`src/rtl/bcd_pkg.sv`:
```
// bcd_pkg
// Shared constants and helpers for the BCD counter family.
//   DIGIT_W      width of one BCD decade
//   DIGIT_MAX    largest legal BCD digit value
//   bcd_clamp    limits a 4-bit value to the legal 0..9 range
//   is_valid_bcd true when a 4-bit value is a legal BCD digit
package bcd_pkg;

    localparam int DIGIT_W = 4;
    localparam logic [DIGIT_W-1:0] DIGIT_MAX = 4'd9;

    function automatic logic [DIGIT_W-1:0] bcd_clamp(input logic [DIGIT_W-1:0] digit);
        return (digit > DIGIT_MAX) ? DIGIT_MAX : digit;
    endfunction

    function automatic logic is_valid_bcd(input logic [DIGIT_W-1:0] digit);
        return (digit <= DIGIT_MAX);
    endfunction

endpackage

```
`src/rtl/bcd_digit.sv`:
```
// bcd_digit
// One BCD decade register (0..9) with clear, clamped parallel load and a
// single up/down step per cycle.
// Ports:
//   clk, rst     rising-edge clock, asynchronous active-high reset
//   clear        synchronous clear to 0 (highest priority)
//   load         synchronous load of load_digit, clamped to 9
//   load_digit   digit value presented for a load
//   step_in      carry (up) or borrow (down) request from the lower decade
//   up_dn        1 = step up, 0 = step down
//   q_digit      registered digit value
//   step_out     carry/borrow into the next decade; combinational
module bcd_digit
    import bcd_pkg::*;
(
    input  logic               clk,
    input  logic               rst,
    input  logic               clear,
    input  logic               load,
    input  logic [DIGIT_W-1:0] load_digit,
    input  logic               step_in,
    input  logic               up_dn,
    output logic [DIGIT_W-1:0] q_digit,
    output logic               step_out
);

    logic at_limit;

    // The limit depends on direction: 9 rolls over going up, 0 going down.
    assign at_limit = up_dn ? (q_digit == DIGIT_MAX) : (q_digit == '0);
    assign step_out = step_in & at_limit;

    always_ff @(posedge clk or posedge rst) begin
        if (rst) begin
            q_digit <= '0;
        end else if (clear) begin
            q_digit <= '0;
        end else if (load) begin
            q_digit <= bcd_clamp(load_digit);
        end else if (step_in) begin
            if (up_dn) begin
                q_digit <= at_limit ? '0 : q_digit + 4'd1;
            end else begin
                q_digit <= at_limit ? DIGIT_MAX : q_digit - 4'd1;
            end
        end
    end

endmodule

```
`src/rtl/bcd_multi_counter.sv`:
```
// bcd_multi_counter
// NUM_DIGITS cascaded BCD decades counting up or down, with synchronous
// clear, validated parallel load, and wrap or saturate at the range limits.
// Ports:
//   clk, rst   rising-edge clock, asynchronous active-high reset
//   en         count enable, one step per cycle
//   up_dn      1 = count up, 0 = count down
//   clear      synchronous clear (priority over load and en)
//   load       synchronous parallel load (priority over en)
//   load_val   BCD load value, digit i in bits [4i+3:4i]
//   q          registered BCD count
//   done       combinational: q at all 9s (up) or all 0s (down)
//   wrap       one-cycle pulse: count wrapped, or a saturated step was blocked
//   load_err   one-cycle pulse: a load contained a digit above 9
module bcd_multi_counter
    import bcd_pkg::*;
#(
    parameter int NUM_DIGITS = 4,
    parameter bit SATURATE   = 1'b0
) (
    input  logic                          clk,
    input  logic                          rst,
    input  logic                          en,
    input  logic                          up_dn,
    input  logic                          clear,
    input  logic                          load,
    input  logic [DIGIT_W*NUM_DIGITS-1:0] load_val,
    output logic [DIGIT_W*NUM_DIGITS-1:0] q,
    output logic                          done,
    output logic                          wrap,
    output logic                          load_err
);

    // step[i] is the carry/borrow into decade i; step[NUM_DIGITS] leaves the top.
    logic [NUM_DIGITS:0]   step;
    logic [NUM_DIGITS-1:0] digit_bad;
    logic                  all_nine;
    logic                  all_zero;
    logic                  wrap_hit;
    logic                  any_bad;

    always_comb begin
        all_nine = 1'b1;
        all_zero = 1'b1;
        for (int i = 0; i < NUM_DIGITS; i++) begin
            if (q[DIGIT_W*i +: DIGIT_W] != DIGIT_MAX) all_nine = 1'b0;
            if (q[DIGIT_W*i +: DIGIT_W] != '0)        all_zero = 1'b0;
        end
    end

    assign done = up_dn ? all_nine : all_zero;

    // In saturate mode a step at the limit is simply never injected, so the
    // whole chain holds without any per-digit knowledge of the mode.
    assign step[0] = en & ~(SATURATE & done);

    for (genvar g = 0; g < NUM_DIGITS; g++) begin : g_digit
        bcd_digit u_digit (
            .clk        (clk),
            .rst        (rst),
            .clear      (clear),
            .load       (load),
            .load_digit (load_val[DIGIT_W*g +: DIGIT_W]),
            .step_in    (step[g]),
            .up_dn      (up_dn),
            .q_digit    (q[DIGIT_W*g +: DIGIT_W]),
            .step_out   (step[g+1])
        );
        assign digit_bad[g] = ~is_valid_bcd(load_val[DIGIT_W*g +: DIGIT_W]);
    end

    assign any_bad = |digit_bad;

    // Wrapping: the carry out of the top decade. Saturating: a step requested
    // while already at the limit (it was suppressed above).
    assign wrap_hit = SATURATE ? (en & done) : step[NUM_DIGITS];

    always_ff @(posedge clk or posedge rst) begin
        if (rst) begin
            wrap     <= 1'b0;
            load_err <= 1'b0;
        end else if (clear) begin
            wrap     <= 1'b0;
            load_err <= 1'b0;
        end else if (load) begin
            wrap     <= 1'b0;
            load_err <= any_bad;
        end else begin
            wrap     <= wrap_hit;
            load_err <= 1'b0;
        end
    end

endmodule

```
`config.mk`:
```
export PLATFORM = sky130hd
export DESIGN_NAME = bcd_multi_counter
export DESIGN_NICKNAME = d
export VERILOG_FILES = /design/src/rtl/bcd_pkg.sv /design/src/rtl/bcd_digit.sv /design/src/rtl/bcd_multi_counter.sv
export SDC_FILE = /design/constraint.sdc
export NUM_CORES = 1
export LEC_CHECK = 0
export ABC_AREA = 1
export CORE_MARGIN = 2
export CORE_UTILIZATION = 44
export CTS_CLUSTER_SIZE = 16
export DETAILED_ROUTE_END_ITERATION = 7
export PLACE_DENSITY = 0.73
export SETUP_SLACK_MARGIN = 0.4
export SLEW_MARGIN = 20
export SYNTH_ARGS = -nofsm -noshare
export SYNTH_HDL_FRONTEND = slang
export SYNTH_SLANG_ARGS = --single-unit
export TNS_END_PERCENT = 1
```
`constraint.sdc`:
```
create_clock -name clk -period 2.4 [get_ports clk]
set_input_delay 0.48 -clock clk [delete_from_list [all_inputs] [get_ports clk]]
set_output_delay 0.48 -clock clk [all_outputs]
set_load 0.05 [all_outputs]
```
==> impl_metrics.csv <==
group,metric,value,unit
run_status,run_status,"finished clean",
setup_path,cp-end-kind,"primary output",
power_and_ir_drop,netSwitchingFraction,0.4390,
route,drt-pass1-iter-count,4,
synthesis,yosys.area_share.adder,0.08916,
sta,achievable-frequency,0.4725,GHz
setup_path,slowest_stage,"sky130_fd_sc_hd__clkdlybuf4s50_1",
floorplanning,design.portCount,41,
cts,cts_tree,"built",
setup_path,cp.required,1920,ps
sta,finalClockSkew,3.060,ps
power_and_ir_drop,post_layout_total_power,1.211,mW
cts,htreeDepth,1,
sta,final_hold_vio_count,0,
setup_path,critical_path.startpoint_type,"register",
synthesis,synth_top_cell_area_share,0.2469,
final_layout,area_growth_syn_to_layout,34.36,%
final_layout,final_layout_size_suffix_gt1_frac,0.1886,
power_and_ir_drop,pwr-share-seq,0.326,
setup_path,timing.critical_path.cells,"clkdlybuf4s50_1",
sta,hold_ws,541.9,ps
grt,overall_track_demand_over_capacity_in_global_routing,0.2173,
power_and_ir_drop,power.combinational.fraction,0.482,
final_layout,final_common_cell,"sky130_fd_sc_hd__nand2_1",
power_and_ir_drop,cellPowerDensity,494.0,nW/µm²
setup_path,timing_worst_setup_path_type,"reg2out",
synthesis,netlist-cell-type-count,30,
synthesis,ys_seq_area_frac,0.2469,
final_layout,nNetsFinal,370,
route,ant_nets,0,
placement,globalplace.congestion,0.8686,
sta,setup-violations-final,0,
floorplanning,placementRows,23,
setup_path,cp_max_stage_delay,860,ps
grt,first_global_vias,1735,
route,wl_per_cell,12.82,µm
flow_run,drv.max_cap_violation_count,0,
floorplanning,fp.dieH,68.39,µm
cts,path_clk_slew,70,ps
synthesis,ys_top_cells_by_area,"sky130_fd_sc_hd__dfrtp_1 25%, sky130_fd_sc_hd__nand2_1 17%, sky130_fd_sc_hd__nand3_1 11%",
power_and_ir_drop,power_report.internal_total,679.4,µW
synthesis,synth_area_per_cell,6.469,µm²
setup_path,path_delay_family,"buffers and inverters",
cts,clock_latency,260,ps
power_and_ir_drop,clockPowerShare,0.192,
route,detail_route.wirelength,4.921,mm
sta,timing.final.crit_period,2116,ps
sta,tightest_slew_margin_relative_to_the_limit,0.6678,
final_layout,most-common-layout-cells,"80 x sky130_fd_sc_hd__nand2_1, 38 x sky130_fd_sc_hd__nand3_1, 36 x sky130_fd_sc_hd__clkdlybuf4s50_1",
sta,timing_max_transition_violations_final,0,
floorplanning,die_width,68.39,µm
floorplanning,dieArea,4677,µm²
synthesis,ys_ff_latch,18,
grt,grt_max_degree,19,
power_and_ir_drop,p_leak,1.234,nW
synthesis,synth_nets,317,
grt,globalRouteOverflowTotal,0,
cts,cts_root_buf,"sky130_fd_sc_hd__clkbuf_8",
placement,dp.cells,370,
synthesis,yosys_warnings,0,
cts,clock_tree.buffer_depth,2,
cts,cts_buffers,3,
synthesis,mappedNetlistArea,1824,µm²
setup_path,worstReg2RegEnd,"g_digit[2].u_digit.q_digit[2]",
route,route.detailed.drc,0,
route,first_iter_violations,186,
synthesis,synth_top_family_by_area,"simple AND/OR/NAND/NOR gates",
synthesis,synth_ff_type,"sky130_fd_sc_hd__dfrtp_1",
power_and_ir_drop,worst_ir_drop_vdd,0.3014,mV
placement,port-buffer-count,40,
synthesis,synth-simple-area-share,0.4177,
cts,cts.sink_count,18,
setup_path,setup.reg_to_reg.worst_slack,790,ps
power_and_ir_drop,power.net_switching,531.5,µW
route,via_per_inst,5.128,
grt,antenna_found_initial,0,
sta,worstMarginPinSlew,496.7,ps
sta,period_share,0.8818,
setup_path,crit_arrival,1640,ps
sta,rsz0062_at_grt,"true",
placement,final_hpwl_dp,3.618,mm
synthesis,synth_top_cell_by_area,"sky130_fd_sc_hd__dfrtp_1",
setup_path,reg2regPathDepth,9,
setup_path,crit_path_max_fanout,7,
setup_path,crit_buf_inv,1,
synthesis,synth_area_in_compound_gates,0.1159,
synthesis,async_reset_ff_frac,1.000,
floorplanning,start_util,0.4561,
synthesis,post_synth_inst_count,282,
worst_hold_path,holdCritPathClass,"in2async",
setup_path,r2r-start,"g_digit[1].u_digit.q_digit[0]",
route,vias,1969,
grt,grt_first_pass_wirelength,7.686,mm
final_layout,antenna_cells,0,
synthesis,synth.mux.area_fraction,0,
floorplanning,placeableCoreArea,4000,µm²
synthesis,synth_enable_flop_cells,0,
final_layout,final_core_util,0.6128,
final_layout,finish.cell_count_without_fillers,384,
sta,setup_tns,0,ps
synthesis,synthXorXnorAreaFrac,0.01440,
## cells in the mapped netlist (2+ instances only)
cell type,instances
sky130_fd_sc_hd__o21ai_1,7
sky130_fd_sc_hd__inv_2,8
sky130_fd_sc_hd__a21oi_1,8
sky130_fd_sc_hd__o211ai_1,3
sky130_fd_sc_hd__ha_1,13
sky130_fd_sc_hd__o21ai_0,13
sky130_fd_sc_hd__nand2_4,4
sky130_fd_sc_hd__dfrtp_1,18
sky130_fd_sc_hd__xor2_1,3
sky130_fd_sc_hd__nand2_2,3
sky130_fd_sc_hd__nor3_1,3
sky130_fd_sc_hd__nand2_1,81
sky130_fd_sc_hd__buf_6,5
sky130_fd_sc_hd__nand3_1,40
sky130_fd_sc_hd__nand4_1,7
sky130_fd_sc_hd__inv_1,30
sky130_fd_sc_hd__clkbuf_1,2
sky130_fd_sc_hd__nor2_1,22
## final cells by class
class	count	area, µm²
multi-input combinational	218	1209
timing repair buffer	56	530.5
clock buffer	4	45.04
tap	50	62.56
inverter	38	145.1
sequential	18	459.2
fill	402	1549
## power by group through the flow
stage	sequential [mW]	combinational [mW]	clock [mW]
after floorplan	0.490	0.277	0
after global placement	0.397	0.531	0
after detailed placement	0.397	0.536	0
after CTS	0.393	0.541	0.238
after global routing	0.401	0.641	0.251
final	0.395	0.583	0.233
## metrics by stage
| step | setup slack, ps | cell area, µm² |
|---|---|---|
| detailed placement | 200.2 | 2280 |
| floorplan | 401.9 | 1831 |
| CTS | 248.9 | 2342 |
| finish | 283.7 | 2451 |
| global placement | 210.5 | 2280 |
| global route | 194.6 | 2451 |
## repair_timing
item	4_1_cts	5_1_grt
hold buffers	0	0
pin swaps	1	3
resized for setup	8	16
endpoints found under the setup margin	12	16
cloned	0	0
buffers inserted	1	9
## flip-flops by register name, summed over array words and instances (netlist names)
register                 count
g_digit.u_digit.q_digit     16
load_err                     1
wrap                         1
## metal layers
metal,track usage,part of all wire
met3,0.04112,0.049
met1,0.2859,0.47
met4,0.05000,0.0077
met5,0,0
met2,0.3654,0.47
## how the worst max path moves through the flow
stage / slack, ps / cells past startpoint / from / end
after CTS: 250 / 7 / g_digit[0].u_digit.q_digit[1] / done
after global routing: 190 / 7 / g_digit[1].u_digit.q_digit[0] / done
after detailed placement: 200 / 6 / up_dn / done
final: 280 / 1 / g_digit[2].u_digit.q_digit[3] / q[11]
after floorplan: 400 / 5 / g_digit[0].u_digit.q_digit[0] / done
after global placement: 210 / 6 / up_dn / done
## logic make-up after synthesis
| kind of cell | Yosys count |
|---|---|
| AND/OR/NAND/NOR | 166 |
| buffers and inverters | 46 |
| AO/OA/AOI/OAI | 36 |
| flip-flops | 18 |
| adder cells (fa/ha/maj) | 13 |
| XOR/XNOR | 3 |
(Power assumes the default switching activity.)
